===== src/rtl/dpram_arb_pkg.sv =====
// Shared types for the port-B arbiter of the dual-port video/system RAM.
//   requester_t : which client owns an access (video scan-out or loader/DMA).
//   arb_tag_t   : per-access tag carried down the issue/return pipeline.
//   DATA_W_DEF / ADDR_W_DEF : default RAM word and address widths.
package dpram_arb_pkg;

  localparam int DATA_W_DEF = 8;
  localparam int ADDR_W_DEF = 14;

  typedef enum logic {
    REQ_VIDEO  = 1'b0,
    REQ_LOADER = 1'b1
  } requester_t;

  typedef struct packed {
    logic       valid;
    logic       is_read;
    requester_t who;
  } arb_tag_t;

  localparam arb_tag_t TAG_IDLE = '{valid: 1'b0, is_read: 1'b0, who: REQ_VIDEO};

endpackage


===== src/rtl/dpram_arb_grant.sv =====
// Grant logic for the port-B arbiter.
// Video (requester 0) has fixed priority; the loader (requester 1) is forced
// to win once it has been pending and refused for max_wait_g cycles.
// Ports:
//   clock, reset : system clock, synchronous active-high reset
//   req0, req1   : requests from video and loader
//   ack0, ack1   : combinational accepts; never both high, both 0 in reset
module dpram_arb_grant #(
  parameter int max_wait_g = 15
) (
  input  logic clock,
  input  logic reset,
  input  logic req0,
  input  logic req1,
  output logic ack0,
  output logic ack1
);

  localparam logic [7:0] MAX_WAIT = 8'(max_wait_g);

  logic [7:0] wait_cnt;
  logic       force1;
  logic       win1;

  always_comb begin
    force1 = (wait_cnt == MAX_WAIT);
    win1   = req1 && (!req0 || force1);
    ack1   = 1'b0;
    ack0   = 1'b0;
    if (!reset) begin
      ack1 = win1;
      ack0 = req0 && !win1;
    end
  end

  // Counts consecutive refused cycles of a pending loader request; it stops
  // at the limit so force1 stays asserted until the loader is served.
  always_ff @(posedge clock) begin
    if (reset || !req1 || ack1) begin
      wait_cnt <= 8'd0;
    end else if (!force1) begin
      wait_cnt <= wait_cnt + 8'd1;
    end
  end

endmodule


===== src/rtl/dpram_port_arbiter.sv =====
// Arbiter sharing port B of the dual-port video/system RAM between the video
// scan-out fetcher (requester 0, read-only, high priority) and the ROM/tape
// loader / debug DMA (requester 1, read/write). One access accepted per clock;
// read data returns two clocks after the acceptance edge, in issue order.
// Ports:
//   clock, reset                    : system clock, synchronous active-high reset
//   req0, addr0, ack0               : video request/address/accept
//   rvalid0, rdata0                 : video read return (one-cycle pulse)
//   req1, we1, addr1, wdata1, ack1  : loader request/write-enable/address/data/accept
//   rvalid1, rdata1                 : loader read return (reads only)
//   ram_cs_b, ram_wren_b,
//   ram_address_b, ram_data_b       : registered port-B strobes, address, write data
//   ram_q_b                         : port-B read data, one clock after the address
module dpram_port_arbiter
  import dpram_arb_pkg::*;
#(
  parameter int data_width_g = DATA_W_DEF,
  parameter int addr_width_g = ADDR_W_DEF,
  parameter int max_wait_g   = 15
) (
  input  logic                    clock,
  input  logic                    reset,
  input  logic                    req0,
  input  logic [addr_width_g-1:0] addr0,
  output logic                    ack0,
  output logic                    rvalid0,
  output logic [data_width_g-1:0] rdata0,
  input  logic                    req1,
  input  logic                    we1,
  input  logic [addr_width_g-1:0] addr1,
  input  logic [data_width_g-1:0] wdata1,
  output logic                    ack1,
  output logic                    rvalid1,
  output logic [data_width_g-1:0] rdata1,
  output logic                    ram_cs_b,
  output logic                    ram_wren_b,
  output logic [addr_width_g-1:0] ram_address_b,
  output logic [data_width_g-1:0] ram_data_b,
  input  logic [data_width_g-1:0] ram_q_b
);

  arb_tag_t tag_p0;
  arb_tag_t tag_p1;
  arb_tag_t tag_p2;
  logic     ret0;
  logic     ret1;

  dpram_arb_grant #(
    .max_wait_g(max_wait_g)
  ) u_grant (
    .clock(clock),
    .reset(reset),
    .req0 (req0),
    .req1 (req1),
    .ack0 (ack0),
    .ack1 (ack1)
  );

  // Stage p0: tag of the access being accepted this cycle.
  always_comb begin
    tag_p0         = TAG_IDLE;
    tag_p0.valid   = ack0 || ack1;
    tag_p0.is_read = ack0 || (ack1 && !we1);
    tag_p0.who     = ack1 ? REQ_LOADER : REQ_VIDEO;
  end

  // Stage p2 -> return: a valid read tag routes ram_q_b to its owner.
  always_comb begin
    ret0 = tag_p2.valid && tag_p2.is_read && (tag_p2.who == REQ_VIDEO);
    ret1 = tag_p2.valid && tag_p2.is_read && (tag_p2.who == REQ_LOADER);
  end

  always_ff @(posedge clock) begin
    if (reset) begin
      ram_cs_b      <= 1'b0;
      ram_wren_b    <= 1'b0;
      ram_address_b <= '0;
      ram_data_b    <= '0;
      tag_p1        <= TAG_IDLE;
      tag_p2        <= TAG_IDLE;
      rvalid0       <= 1'b0;
      rvalid1       <= 1'b0;
      rdata0        <= '0;
      rdata1        <= '0;
    end else begin
      // Stage p0 -> p1: issue to port B; address/data hold when idle.
      ram_cs_b   <= tag_p0.valid;
      ram_wren_b <= ack1 && we1;
      if (tag_p0.valid) begin
        ram_address_b <= ack1 ? addr1 : addr0;
        ram_data_b    <= wdata1;
      end
      tag_p1 <= tag_p0;
      // Stage p1 -> p2: RAM samples the address; its data appears after this edge.
      tag_p2 <= tag_p1;
      // Stage p2 -> return: capture read data for the tagged reader.
      rvalid0 <= ret0;
      rvalid1 <= ret1;
      if (ret0) begin
        rdata0 <= ram_q_b;
      end
      if (ret1) begin
        rdata1 <= ram_q_b;
      end
    end
  end

endmodule


===== config.mk =====
export PLATFORM = sky130hd
export DESIGN_NAME = dpram_port_arbiter
export DESIGN_NICKNAME = d
export VERILOG_FILES = /design/src/rtl/dpram_arb_pkg.sv /design/src/rtl/dpram_arb_grant.sv /design/src/rtl/dpram_port_arbiter.sv
export SDC_FILE = /design/constraint.sdc
export NUM_CORES = 1
export LEC_CHECK = 0
export CORE_MARGIN = 4
export CORE_UTILIZATION = 42
export CTS_CLUSTER_DIAMETER = 120
export DETAILED_ROUTE_END_ITERATION = 6
export PLACE_DENSITY = 0.79
export SLEW_MARGIN = 5
export SYNTH_ARGS = -nofsm -noshare
export SYNTH_HDL_FRONTEND = slang
export SYNTH_SLANG_ARGS = --single-unit

===== constraint.sdc =====
create_clock -name clock -period 2.3 [get_ports clock]
set_input_delay 0.46 -clock clock [delete_from_list [all_inputs] [get_ports clock]]
set_output_delay 0.46 -clock clock [all_outputs]
set_load 0.02 [all_outputs]

==> results.toml, run 1 <==
[status]
status = "completed"

[clock_tree]
cts_made_buffers = 5
cts_max_path_buffers = 2
cts.clk_slew.worst_paths_ns = 0.11
clk_latency_ns = 0.31
tritoncts = "yes"
h-tree-depth = 2
cts.sinks = 55
clockRootBuffer = "clkbuf_8"

[critical_path]
crit_family = "simple AND/OR/NAND/NOR gates"
cp_cell_sequence = "clkdlybuf4s50_1 -> buf_4 -> nor2b_1 -> a221oi_1 -> o221a_1"
worst_setup_path_start_kind = "primary input"
path_class = "in2reg"
max_stage_delay_ns = 0.82
critPathBufInv = 2
critPathRequiredTime_ns = 2.51
cpMaxStageDelayCell = "nor2b_1"
cp-end-kind = "flip-flop"
r2r_setup_slack_ns = 0.27
cp_max_fo = 14
cp_data_arrival_time_ns = 2.39

[placement]
port_buffers = 92
place_inst = 402
dp_worst_setup_slack_ns = -0.207
dpl.hpwl_mm = 4.52
routabilityCongestion = 0.779

[logic_synthesis]
syn_area_um2 = 2260
async_flop_share_pct = 0
postSynthAreaPerCell_um2 = 9.36
synth_nets = 291
yosysSeqAreaShare_pct = 48.8
synth_cell_types = 32
ys.flop_type = "dfxtp_1"
postSynthCellCount = 241
yosysWarnings = 0
synth_edf_count = 0
ys_ff_latch = 55

[detailed_routing]
wl_per_cell_um = 14.8
drtAntennaViolNets = 0
route.detailed.drc = 0
firstDrtPassIters = 4
wl_mm = 6.07
via_per_inst = 5.25
vias = 2151
drtIter0Drc = 116

[timing]
period_share_pct = 94.9
final_max_slew_viol_count = 0
rsz0062_at_grt = "false"
fmax_mhz = 458
final-hold-violation-count = 0
setup_violations = 0
fin_skew_ns = 0.00986
min_period_ns = 2.18
setup_ws_ns = 0.118
slew_headroom_pct = 29.7
max_slew.worst_pin.slew_ns = 1.05

[pwr]
peakVddDrop_mv = 0.465
power.density_nw_per_um2 = 561
power_mw = 1.90
power.leakage_nw = 1.35

[final_layout]
final_cell_mix = "clkdlybuf4s50_1 (89), dfxtp_1 (55), nand2_1 (37)"
synthToLayoutAreaGrowth_pct = 50.2
num_antenna_cells = 0
drive_gt1_share_pct = 9.71
layout_commonest_cell = "clkdlybuf4s50_1"
fin_nets = 389
finalNonFillerCells = 410
postLayoutCoreUtil_pct = 65.5

[global_route]
track_usage_pct = 19.3
gr-total-overflow = 0
grt_pass1_wl_mm = 10.1
grt_pass1_vias = 2193
grt_max_degree = 40
antenna_found_initial = 0

[min_path]
hold_path_class = "reg2reg"

[die]
dieArea_um2 = 6610
die_w_um = 81.3
die_h_um = 81.3
rows = 26
initial_core_util_pct = 43.6
core_area_um2 = 5170
ioPinCount = 93

[job]
cap_violations = 0
==> worst paths after layout <==
kind                                          start                 to  depth (start not counted)
worst max-delay path                           req0   ram_address_b[8]                          5
worst max register to register  u_grant.wait_cnt[7]  ram_address_b[12]                          5
worst min-delay path                      tag_p1[2]          tag_p2[2]                          1
worst min register to register            tag_p1[2]          tag_p2[2]                          1
==> cell families after synthesis <==
logic type                 synth area share [%]
and+or+nand+nor                            15.1
adders and majority gates                 0.555
muxes                                      9.76
DFF                                        48.8
buffers and inverters                      5.88
xor gates and xnor gates                  0.777
AOI/OAI and AO/OA                          19.1
==> repair_timing <==
action	in CTS	in global routing
gates resized for setup	6	3
endpoints found under the setup margin	2	2
setup buffers	0	0
hold buffers	0	0
==> stage by stage <==
| step | setup TNS (ns) | area [um2] | hold slack, ns |
|---|---|---|---|
| floorplan | 0 | 2260 | 0.414 |
| global placement | -1.81 | 3300 | 0.421 |
| detailed placement | -2.52 | 3300 | 0.431 |
| CTS | 0 | 3400 | 0.462 |
| global route | 0 | 3390 | 0.468 |
| finish | 0 | 3390 | 0.458 |
==> cells in the mapped netlist (all sizes together), types with 3 or more instances <==
| master | count | area, um2 |
|---|---|---|
| dfxtp | 55 | 1100 |
| nand2 | 37 | 139 |
| inv | 17 | 63.8 |
| nor2 | 14 | 52.6 |
| or4 | 3 | 26.3 |
| nand3 | 4 | 20.0 |
| o221a | 14 | 158 |
| clkbuf | 7 | 26.3 |
| mux2i | 22 | 220 |
| buf | 7 | 38.8 |
| o21ai | 4 | 23.8 |
| nor2b | 4 | 25.0 |
| a21oi | 21 | 105 |
| a221oi | 14 | 123 |
==> report_power, final <==
part	internal (mW)	switching [mW]	leakage (nW)
Clock	0.226	0.335	0.0502
Sequential	0.988	0.0188	0.450
Combinational	0.184	0.150	0.854
==> area by class of cell <==
type / count / area (um2)
fillers: 423 / 1780
flip-flops and latches: 55 / 1100
multi-input cells: 154 / 1030
repair buffers: 105 / 1000
well taps: 70 / 87.6
clock buffers: 5 / 68.8
inverters: 18 / 67.6
clock inverters: 3 / 28.8
==> flip-flops by register name, indices dropped and copies added (netlist names) <==
signal and flops:
tag_p1 3, u_grant.wait_cnt 8, rdata1 8, ram_data_b 8, rdata0 8, rvalid1 1, tag_p2 3, rvalid0 1
ram_wren_b 1, ram_address_b 14
==> layer usage <==
layer	global-route usage [%]	part of all wire, %	wire, um
met4	7.09	1.7	102
met2	34.0	53	3230
met1	23.0	40	2420
met5	0	0	0
met3	3.88	5.2	313
Power figures use the tool's default switching activity.
==> run 2: changes to the inputs <==
--- a/config.mk
+++ b/config.mk
@@ -5,6 +5,7 @@
 export SDC_FILE = /design/constraint.sdc
 export NUM_CORES = 1
 export LEC_CHECK = 0
+export CORE_ASPECT_RATIO = 1.2
 export CORE_MARGIN = 4
 export CORE_UTILIZATION = 42
 export CTS_CLUSTER_DIAMETER = 120
==> run 2 against run 1 <==
  * Critical path depth did not move
  * Worst hold slack got worse by 0.022 ns
  * Final area decreased by 0.33%
  * Die area about the same
  * Largest cell class unchanged
==> results.toml, run 2 (same netlist as run 1, synthesis figures left out) <==
[clock_tree]
cts_max_path_buffers = 2
postCtsHoldBufs = 0
tritoncts = "yes"
cts.sinks = 55
cts_resized = 6
h-tree-depth = 2
clk_latency_ns = 0.30
clockRootBuffer = "clkbuf_8"
cts_setup_buffers = 0
cts_made_buffers = 5
cts.clk_slew.worst_paths_ns = 0.10

[placement]
dp_worst_setup_slack_ns = -0.207
placed_area_um2 = 3250
routabilityCongestion = 0.831
port_buffers = 92
dpl.hpwl_mm = 4.39
place_inst = 388

[detailed_routing]
vias = 2105
wl_mm = 6.12
drtIter0Drc = 109
via_per_inst = 5.32
firstDrtPassIters = 4
wl_per_cell_um = 15.5
drtAntennaViolNets = 0
route.detailed.drc = 0

[die]
dieArea_um2 = 6610
initial_core_util_pct = 44.4
die_w_um = 74.9
ioPinCount = 93
core_area_um2 = 5080
die_h_um = 88.3
rows = 28

[timing]
final_max_slew_viol_count = 0
min_period_ns = 2.22
slew_headroom_pct = 25.5
rsz0062_at_grt = "false"
period_share_pct = 96.3
fin_skew_ns = 0.00548
fmax_mhz = 451
final-hold-violation-count = 0
setup_ws_ns = 0.0841
max_slew.worst_pin.slew_ns = 1.12
setup_violations = 0

[status]
status = "completed"

[global_route]
antenna_found_initial = 0
grt_max_degree = 48
track_usage_pct = 18.2
gr-total-overflow = 0
grt_pass1_wl_mm = 9.40
grt_pass1_vias = 2030

[final_layout]
n_fill_cell = 423
final_cell_mix = "clkdlybuf4s50_1 (89), dfxtp_1 (55), nand2_1 (37)"
synthToLayoutAreaGrowth_pct = 49.8
final_area_um2 = 3380
fin_nets = 385
multiInputGateArea_um2 = 1040
layout_commonest_cell = "clkdlybuf4s50_1"
drive_gt1_share_pct = 8.63
seqCellArea_um2 = 1100
largest_reg_flops = 14
finalNonFillerCells = 396
num_antenna_cells = 0
largest_register = "ram_address_b"

[pwr]
power.density_nw_per_um2 = 595
power.leakage_nw = 1.35
peakVddDrop_mv = 0.429

[critical_path]
critPathRequiredTime_ns = 2.49
r2r_setup_slack_ns = 0.39
path_class = "in2reg"
cp_max_fo = 14
cp-end-kind = "flip-flop"
worst_setup_path_start_kind = "primary input"
worstRegToRegCells = 5
cp_data_arrival_time_ns = 2.41
r2r_end = "ram_address_b[2]"
r2r-start = "u_grant.wait_cnt[0]"

[min_path]
hold_path_class = "reg2reg"
min_path_cells = 1
hp-start = "tag_p1[1]"
hold_path_end = "tag_p2[1]"

[job]
cap_violations = 0
==> run 2: layout make-up <==
class	instances	share of cell area (%)
tap	60	2.22
clock buffer	6	2.44
multi-input combinational	154	30.7
sequential	55	32.6
timing repair buffer	101	28.9
clock inverter	2	1.15
inverter	18	2.00
==> run 2: worst max-delay path by stage <==
stage	cells past startpoint	slack [ns]	from	end
finish	5	0.08	req1	ram_address_b[2]
global route	5	0.007	u_grant.wait_cnt[0]	ack1
CTS	4	0.09	u_grant.wait_cnt[7]	ack0
detailed placement	5	-0.21	req1	ram_address_b[2]
global placement	6	-0.13	req0	ram_data_b[0]
floorplan	4	0.15	u_grant.wait_cnt[4]	ack1
==> run 2: layer usage <==
layer	routed length (um)	vias to the layer above	track usage, %
met4	87	0	5.02
li1	-	1045	-
met3	289	7	3.30
met2	3240	54	32.9
met5	0	-	0
met1	2510	999	21.7
==> run 2: worst max-delay path: stages <==
cell	delay [ns]
clkdlybuf4s50_1	0.44
buf_4	0.20
nor2b_1	0.86
a221oi_1	0.25
o221a_2	0.19
==> run 2: metrics by stage <==
stage | setup TNS, ns | util (%) | hold slack (ns) | power (mW)
2_1_floorplan | 0 | - | 0.414 | 1.17
3_3_place_gp | -2.49 | 64.1 | 0.421 | 1.36
6_report | 0 | 66.5 | 0.436 | 2.01
4_1_cts | 0 | 66.4 | 0.442 | 2.03
3_5_place_dp | -4.12 | 64.1 | 0.420 | 1.36
5_1_grt | 0 | 66.5 | 0.456 | 2.09
==> run 2: power breakdown <==
| part | internal [mW] | total [mW] | leakage, nW | switching, mW |
|---|---|---|---|---|
| clock network | 0.358 | 0.668 | 0.0618 | 0.310 |
| logic | 0.183 | 0.334 | 0.838 | 0.151 |
| registers | 0.988 | 1.01 | 0.450 | 0.0186 |
| total | 1.53 | 2.01 | 1.35 | 0.479 |
